==> config.mk <==
export PLATFORM = sky130hd
export DESIGN_NAME = psychic5_sound_cmd_tx
export DESIGN_NICKNAME = d
export VERILOG_FILES = /design/src/rtl/psychic5_sound_cmd_tx.sv
export SDC_FILE = /design/constraint.sdc
export NUM_CORES = 1
export LEC_CHECK = 0
export ABC_AREA = 0
export BUFFER_PORTS_ARGS = -buffer_cell sky130_fd_sc_hd__buf_4
export CORE_UTILIZATION = 55
export CTS_CLUSTER_SIZE = 12
export DETAILED_ROUTE_END_ITERATION = 8
export PLACE_DENSITY_LB_ADDON = 0.1
export SLEW_MARGIN = 20
export SYNTH_ARGS = -nofsm -noshare
export SYNTH_HDL_FRONTEND = slang
export SYNTH_SLANG_ARGS = --single-unit
==> constraint.sdc <==
create_clock -name i_EMU_MCLK -period 4.9 [get_ports i_EMU_MCLK]
set_clock_uncertainty 0.2 [all_clocks]
set_input_delay 1.47 -clock i_EMU_MCLK [delete_from_list [all_inputs] [get_ports i_EMU_MCLK]]
set_output_delay 1.47 -clock i_EMU_MCLK [all_outputs]
set_load 0.02 [all_outputs]
==> src/rtl/psychic5_sound_cmd_tx.sv <==
// -----------------------------------------------------------------------------
// psychic5_sound_cmd_tx
//
// Main-CPU-side transmitter for the sound command channel. Command bytes
// written by the main CPU to the sound latch are queued in a small FIFO and
// presented one at a time as the sound code read by the sound CPU. A sound
// CPU read consumes the head entry when its strobe ends, so back-to-back
// commands are not lost the way they would be with a single latch.
//
// Both CPU buses are modelled as strobes sampled in the i_EMU_MCLK domain.
// Each strobe goes through a two-stage path:
//   stage 1: the strobe is registered (prev_*) and an edge is detected
//            against the live strobe; the edge is captured as a one-cycle
//            request (together with the write data for pushes).
//   stage 2: the request updates the FIFO, one clock later.
// A strobe first sampled low/high at edge N therefore takes effect at N+1.
//
// Ports
//   i_EMU_MCLK              system clock, all state on its rising edge
//   i_EMU_INITRST           asynchronous active-high reset
//   i_SOUNDCPU_FORCE_RST_n  0 = sound CPU held in reset; flushes the FIFO
//   i_MAINCPU_DIN[7:0]      main CPU write data
//   i_SOUNDLATCH_CS_n       main CPU sound latch select
//   i_MAINCPU_WR_n          main CPU write strobe (latch write = push)
//   i_MAINCPU_RD_n          main CPU read strobe (latch read = status)
//   o_STATUS_DOUT[7:0]      {overflow, 4'b0000, count[2:0]}
//   i_SOUNDCODE_CS_n        sound CPU sound-code select
//   i_SOUNDCPU_RD_n         sound CPU read strobe (end of read = pop)
//   o_SOUNDCODE[7:0]        FIFO head, 8'h00 when empty
//   o_SOUNDCODE_PENDING     1 while the FIFO holds at least one entry
// -----------------------------------------------------------------------------
module psychic5_sound_cmd_tx #(
  parameter int DEPTH_LOG2 = 2
) (
  input  logic       i_EMU_MCLK,
  input  logic       i_EMU_INITRST,
  input  logic       i_SOUNDCPU_FORCE_RST_n,
  input  logic [7:0] i_MAINCPU_DIN,
  input  logic       i_SOUNDLATCH_CS_n,
  input  logic       i_MAINCPU_WR_n,
  input  logic       i_MAINCPU_RD_n,
  output logic [7:0] o_STATUS_DOUT,
  input  logic       i_SOUNDCODE_CS_n,
  input  logic       i_SOUNDCPU_RD_n,
  output logic [7:0] o_SOUNDCODE,
  output logic       o_SOUNDCODE_PENDING
);

  localparam int DEPTH = 1 << DEPTH_LOG2;
  localparam int CW    = DEPTH_LOG2 + 1;

  localparam logic [CW-1:0] COUNT_FULL = CW'(DEPTH);
  localparam logic [CW-1:0] COUNT_ONE  = CW'(1);

  // ---------------------------------------------------------------------------
  // Bus strobes (active low, combined with their selects)
  // ---------------------------------------------------------------------------
  logic wr_s;   // main CPU write to sound latch
  logic srd_s;  // sound CPU read of sound code
  logic mrd_s;  // main CPU read of status

  assign wr_s  = i_SOUNDLATCH_CS_n | i_MAINCPU_WR_n;
  assign srd_s = i_SOUNDCODE_CS_n  | i_SOUNDCPU_RD_n;
  assign mrd_s = i_SOUNDLATCH_CS_n | i_MAINCPU_RD_n;

  // ---------------------------------------------------------------------------
  // Stage 1: strobe history and edge requests
  // ---------------------------------------------------------------------------
  logic       prev_wr;
  logic       prev_srd;
  logic       prev_mrd;
  logic       wr_fall;
  logic       srd_rise;
  logic       mrd_rise;
  logic       push_req;
  logic       pop_req;
  logic       clr_req;
  logic [7:0] din_q;

  assign wr_fall  =  prev_wr  & ~wr_s;
  assign srd_rise = ~prev_srd &  srd_s;
  assign mrd_rise = ~prev_mrd &  mrd_s;

  // NOTE: sequential state is assigned with non-blocking (<=) so every
  // register samples the pre-edge value of the others, independent of the
  // order in which the simulator evaluates the always blocks.
  always_ff @(posedge i_EMU_MCLK or posedge i_EMU_INITRST) begin
    if (i_EMU_INITRST) begin
      prev_wr  <= 1'b1;
      prev_srd <= 1'b1;
      prev_mrd <= 1'b1;
      push_req <= 1'b0;
      pop_req  <= 1'b0;
      clr_req  <= 1'b0;
      din_q    <= 8'h00;
    end else begin
      // History keeps tracking through a forced sound reset, so a strobe
      // already low when the reset is released is not seen as a new edge.
      prev_wr  <= wr_s;
      prev_srd <= srd_s;
      prev_mrd <= mrd_s;
      // Edges that occur while the sound side is held in reset are dropped
      // here, so a write that straddles the release never turns into a push.
      push_req <= wr_fall  & i_SOUNDCPU_FORCE_RST_n;
      pop_req  <= srd_rise & i_SOUNDCPU_FORCE_RST_n;
      clr_req  <= mrd_rise;
      // Data is captured on the same sample that sees the falling edge, so a
      // strobe only one sample wide still delivers the right byte.
      if (wr_fall) begin
        din_q <= i_MAINCPU_DIN;
      end
    end
  end

  // ---------------------------------------------------------------------------
  // Stage 2: FIFO update decisions
  // ---------------------------------------------------------------------------
  logic [7:0]            mem [DEPTH];
  logic [DEPTH_LOG2-1:0] wr_ptr;
  logic [DEPTH_LOG2-1:0] rd_ptr;
  logic [CW-1:0]         count;
  logic                  overflow;

  logic fifo_empty;
  logic fifo_full;
  logic do_push;
  logic do_pop;
  logic ovf_set;

  assign fifo_empty = (count == '0);
  assign fifo_full  = (count == COUNT_FULL);

  // NOTE: every signal driven from always_comb gets a default at the top of
  // the block; a path that leaves one unassigned would infer a latch.
  always_comb begin
    do_pop  = 1'b0;
    do_push = 1'b0;
    ovf_set = 1'b0;
    if (i_SOUNDCPU_FORCE_RST_n) begin
      // A pop on an empty FIFO is ignored, including when it coincides with
      // a push into the empty FIFO: the push lands, the pop does not.
      do_pop  = pop_req & ~fifo_empty;
      // A push into a full FIFO still succeeds when a pop frees a slot in
      // the same cycle; otherwise it is dropped and flagged.
      do_push = push_req & (~fifo_full | do_pop);
      ovf_set = push_req & fifo_full & ~do_pop;
    end
  end

  // ---------------------------------------------------------------------------
  // Pointers, count and overflow flag
  // ---------------------------------------------------------------------------
  always_ff @(posedge i_EMU_MCLK or posedge i_EMU_INITRST) begin
    if (i_EMU_INITRST) begin
      wr_ptr <= '0;
      rd_ptr <= '0;
      count  <= '0;
    end else if (!i_SOUNDCPU_FORCE_RST_n) begin
      wr_ptr <= '0;
      rd_ptr <= '0;
      count  <= '0;
    end else begin
      if (do_push) begin
        wr_ptr <= wr_ptr + 1'b1;
      end
      if (do_pop) begin
        rd_ptr <= rd_ptr + 1'b1;
      end
      unique case ({do_push, do_pop})
        2'b10:   count <= count + COUNT_ONE;
        2'b01:   count <= count - COUNT_ONE;
        default: count <= count;
      endcase
    end
  end

  // The overflow flag survives a forced sound reset; only the main CPU
  // status read (or the system reset) clears it. A new overflow in the same
  // cycle as the clear keeps the flag set.
  always_ff @(posedge i_EMU_MCLK or posedge i_EMU_INITRST) begin
    if (i_EMU_INITRST) begin
      overflow <= 1'b0;
    end else if (ovf_set) begin
      overflow <= 1'b1;
    end else if (clr_req) begin
      overflow <= 1'b0;
    end
  end

  // ---------------------------------------------------------------------------
  // Storage
  // ---------------------------------------------------------------------------
  // NOTE: the storage array is deliberately cleared by the asynchronous reset
  // so the head reads a defined 8'h00 afterwards; it is only a few bytes, so
  // a reset on every entry is cheap and keeps it out of RAM inference.
  always_ff @(posedge i_EMU_MCLK or posedge i_EMU_INITRST) begin
    if (i_EMU_INITRST) begin
      for (int i = 0; i < DEPTH; i++) begin
        mem[i] <= 8'h00;
      end
    end else if (do_push) begin
      mem[wr_ptr] <= din_q;
    end
  end

  // ---------------------------------------------------------------------------
  // Outputs (combinational from registers only)
  // ---------------------------------------------------------------------------
  logic [7:0] count_ext;

  assign count_ext           = 8'(count);
  assign o_SOUNDCODE         = fifo_empty ? 8'h00 : mem[rd_ptr];
  assign o_SOUNDCODE_PENDING = ~fifo_empty;
  assign o_STATUS_DOUT       = {overflow, 4'b0000, count_ext[2:0]};

endmodule

==> results.toml <==
[synthesis]
synth_cell_types = 40
post_synth_inst_count = 187
ys_ff_latch = 54
syn_area_per_cell_um2 = 13.9
yosys_warnings = 0
ys_dominant_reg_cell = "sky130_fd_sc_hd__dfrtp_1"
synth-seq-area-share_pct = 52.2
synth-edff-count = 0
postSynth.asyncResetShare_pct = 100
synthesis.area_um2 = 2600

[grt]
initial_antenna_violation_count = 0
groute.usage.overall_pct = 22.0
maximum_number_of_pins_on_one_net_before_global_route_repair = 55
grt_overflow = 0
first_pass_grt_wire_length_um = 8170
number_of_global_route_vias_before_repair = 1654

[setup_path]
critPathKind = "flop to primary output"
critical_path.cell_chain = "mux4_2, nor2b_1, buf_4"
critPathRequiredTime_ns = 3.23
timing.critical_path.buf_inv = 1
critical-path-slowest-cell = "sky130_fd_sc_hd__dfrtp_1"
worstReg2RegStart = "count[0]"
crit_arrival_ns = 2.00
critPathLaunchType = "flop"
worstPathMaxFanout = 10
critical_path.top_delay_family = "flip-flops"
worst_r2r_dst = "count[2]"
cpPeakStageDelay_ns = 0.77
reg2reg_slack_ns = 2.19
worst-r2r-cell-count = 6
end_kind = "primary output"

[floorplan]
start_util_pct = 58.4
row_count = 24
fp.dieArea_um2 = 5000
floorplan.die.height_um = 70.7
io-pin-count = 33
core_region_area_um2 = 4440
fp.dieW_um = 70.7

[cells_and_area]
design.final.nets = 232
area_growth_synth_to_finish_pct = 11.7
layout-drive-gt1-share_pct = 44.3
layout.cells.most_common = "sky130_fd_sc_hd__dfrtp_1"
multi_input_area_um2 = 1120
ant_diodes = 0
regArea_um2 = 1360
fillers = 366
utilization_pct = 65.3
most_used_cells_in_the_layout_excluding_fill_and_tap_cells = "sky130_fd_sc_hd__dfrtp_1 (51), sky130_fd_sc_hd__mux2_2 (38), sky130_fd_sc_hd__buf_4 (29)"

[clock_network]
ctsResizeCount = 0
cts_tree = "yes"
clk-insertion-delay-late_ns = 0.30
cts_buffers = 5
clk_transition_reported_paths_ns = 0.09
cts_buffer_depth = 2
ctsHtreeMaxLevel = 2
clock_tree.root_cell = "sky130_fd_sc_hd__clkbuf_8"
post-cts-setup-buffer-count = 0
postCtsHoldBufs = 0
cts.sink_count = 54

[placement]
portBuffers = 28
hpwlAfterDp_um = 3250
globalplace.congestion = 0.754

[flow_run]
max_capacitance_violation_count = 0

[hold_path]
worst_hold_depth = 1
min_to = "overflow"
timing.hold.worst.start = "clr_req"
worst_hold_path_type = "flop to flop"

[detailed_routing]
first_iter_violations = 92
vias_per_cell = 5.78
routedWlPerCell_um = 18.3
ant_nets = 0
routed_wirelength_um = 4820
drc = 5
number_of_search_and_repair_iterations_in_the_first_detailed_routing_pass = 6
wl_met2_um = 2520
detailroute.wirelength.met3_um = 145
dr.max_layer_used = "met4"
m1WireLength_um = 2100
detailroute.via_count = 1527

[pwr]
power.ir.vdd_worst_uv = 210
total_leakage_power_nw = 1.36
power_density_nw_per_um2 = 324
power_uw = 940

[sta]
report.final.slew_viol_count = 0
timing.slew.headroom_pct = 39.4
timing_worst_slew_pin_value_ns = 0.908
grt_setup_unrepaired = "false"
setup-tns-final_ns = 0
timing_limited_maximum_frequency_ghz = 0.272
min_period_ns = 3.67
fin_crit_sh_pct = 75.0
setup-violations-final = 0
report.final.hold_viol_count = 0

[run_status]
violations_in_the_final_reports = "design-rule violations"
status = "finished, violations left"
[cell families after synthesis]
logic type / count (synthesis) / share of synthesized area, %
flip-flops: 54 / 52.2
multiplexers: 48 / 24.3
AND/OR/NAND/NOR: 36 / 10.3
buffers and inverters: 23 / 4.92
AO/OA/AOI/OAI: 16 / 4.14
adder cells (fa/ha/maj): 5 / 2.70
XOR/XNOR: 4 / 1.35
other: 1 / 0.144
[worst max path at each step]
stage | from | to | slack [ns] | cells past startpoint
global placement | i_SOUNDCPU_FORCE_RST_n | count[2] | 1.34 | 7
finish | rd_ptr[0] | o_SOUNDCODE[4] | 1.23 | 3
floorplan | i_SOUNDCPU_FORCE_RST_n | count[2] | 1.41 | 7
global route | rd_ptr[0] | o_SOUNDCODE[4] | 1.11 | 3
detailed placement | i_SOUNDCPU_FORCE_RST_n | count[2] | 1.26 | 7
CTS | rd_ptr[0] | o_SOUNDCODE[4] | 1.20 | 3
[metrics by stage]
step	worst slack [ns]	instance area, um2	cells	hold slack [ns]
global placement	1.34	2790	256	0.233
floorplan	1.41	2610	190	0.219
global route	1.11	2900	264	0.280
finish	1.23	2900	264	0.252
detailed placement	1.26	2790	256	0.239
CTS	1.20	2900	264	0.257
[state kept, by name, indices dropped and copies added, names as in the netlist]
register and flops:
mem 32, pop_req 1, din_q 8, count 3
rd_ptr 2, prev_srd 1, push_req 1, wr_ptr 2
overflow 1, clr_req 1, prev_wr 1, prev_mrd 1
[layout make-up]
class | instances | area share, %
tap | 52 | 2.24
timing repair buffer | 29 | 7.51
inverter | 8 | 1.08
sequential | 54 | 46.7
multi-input combinational | 113 | 38.8
clock inverter | 1 | 1.04
clock buffer | 7 | 2.63
[report_power, final]
group          internal [mW]  leakage, nW  switching (mW)
combinational         0.0778        0.601          0.0423
sequential             0.494        0.708          0.0361
clock                  0.153       0.0524           0.137
[synth_stat cells (2+ instances only)]
cell type	instances	share of area, %
sky130_fd_sc_hd__a21oi_1	3	0.58
sky130_fd_sc_hd__buf_2	5	0.96
sky130_fd_sc_hd__buf_4	5	1.4
sky130_fd_sc_hd__buf_6	2	0.87
sky130_fd_sc_hd__clkbuf_1	2	0.29
sky130_fd_sc_hd__dfrtp_1	51	49
sky130_fd_sc_hd__dfstp_2	3	3.0
sky130_fd_sc_hd__ha_1	4	1.9
sky130_fd_sc_hd__inv_1	8	1.2
sky130_fd_sc_hd__mux2_1	2	0.87
sky130_fd_sc_hd__mux2_2	38	16
sky130_fd_sc_hd__mux4_2	8	6.9
sky130_fd_sc_hd__nand2_1	2	0.29
sky130_fd_sc_hd__nand3_1	4	0.77
sky130_fd_sc_hd__nand4_4	4	3.3
sky130_fd_sc_hd__nor2_1	5	0.72
sky130_fd_sc_hd__nor2b_1	9	2.2
sky130_fd_sc_hd__nor3_1	3	0.58
sky130_fd_sc_hd__o211ai_1	2	0.58
sky130_fd_sc_hd__o21a_1	2	0.58
sky130_fd_sc_hd__o21ai_0	2	0.39
sky130_fd_sc_hd__or2_2	3	0.72
sky130_fd_sc_hd__xor2_1	3	1.0
[worst register-to-register path, delay by kind of cell (launching register included)]
family          cells  cell delay [ns]
fa+ha+maj           1             0.43
simple gates        3             0.92
compound gates      2             0.58
flops               1             0.52
[layer usage]
metal	up-vias	track usage (%)
li1	694	-
met1	803	27.3
met2	24	38.5
met3	6	5.56
met4	0	6.00
met5	-	0
No activity file was read; power rests on OpenSTA's default activity.
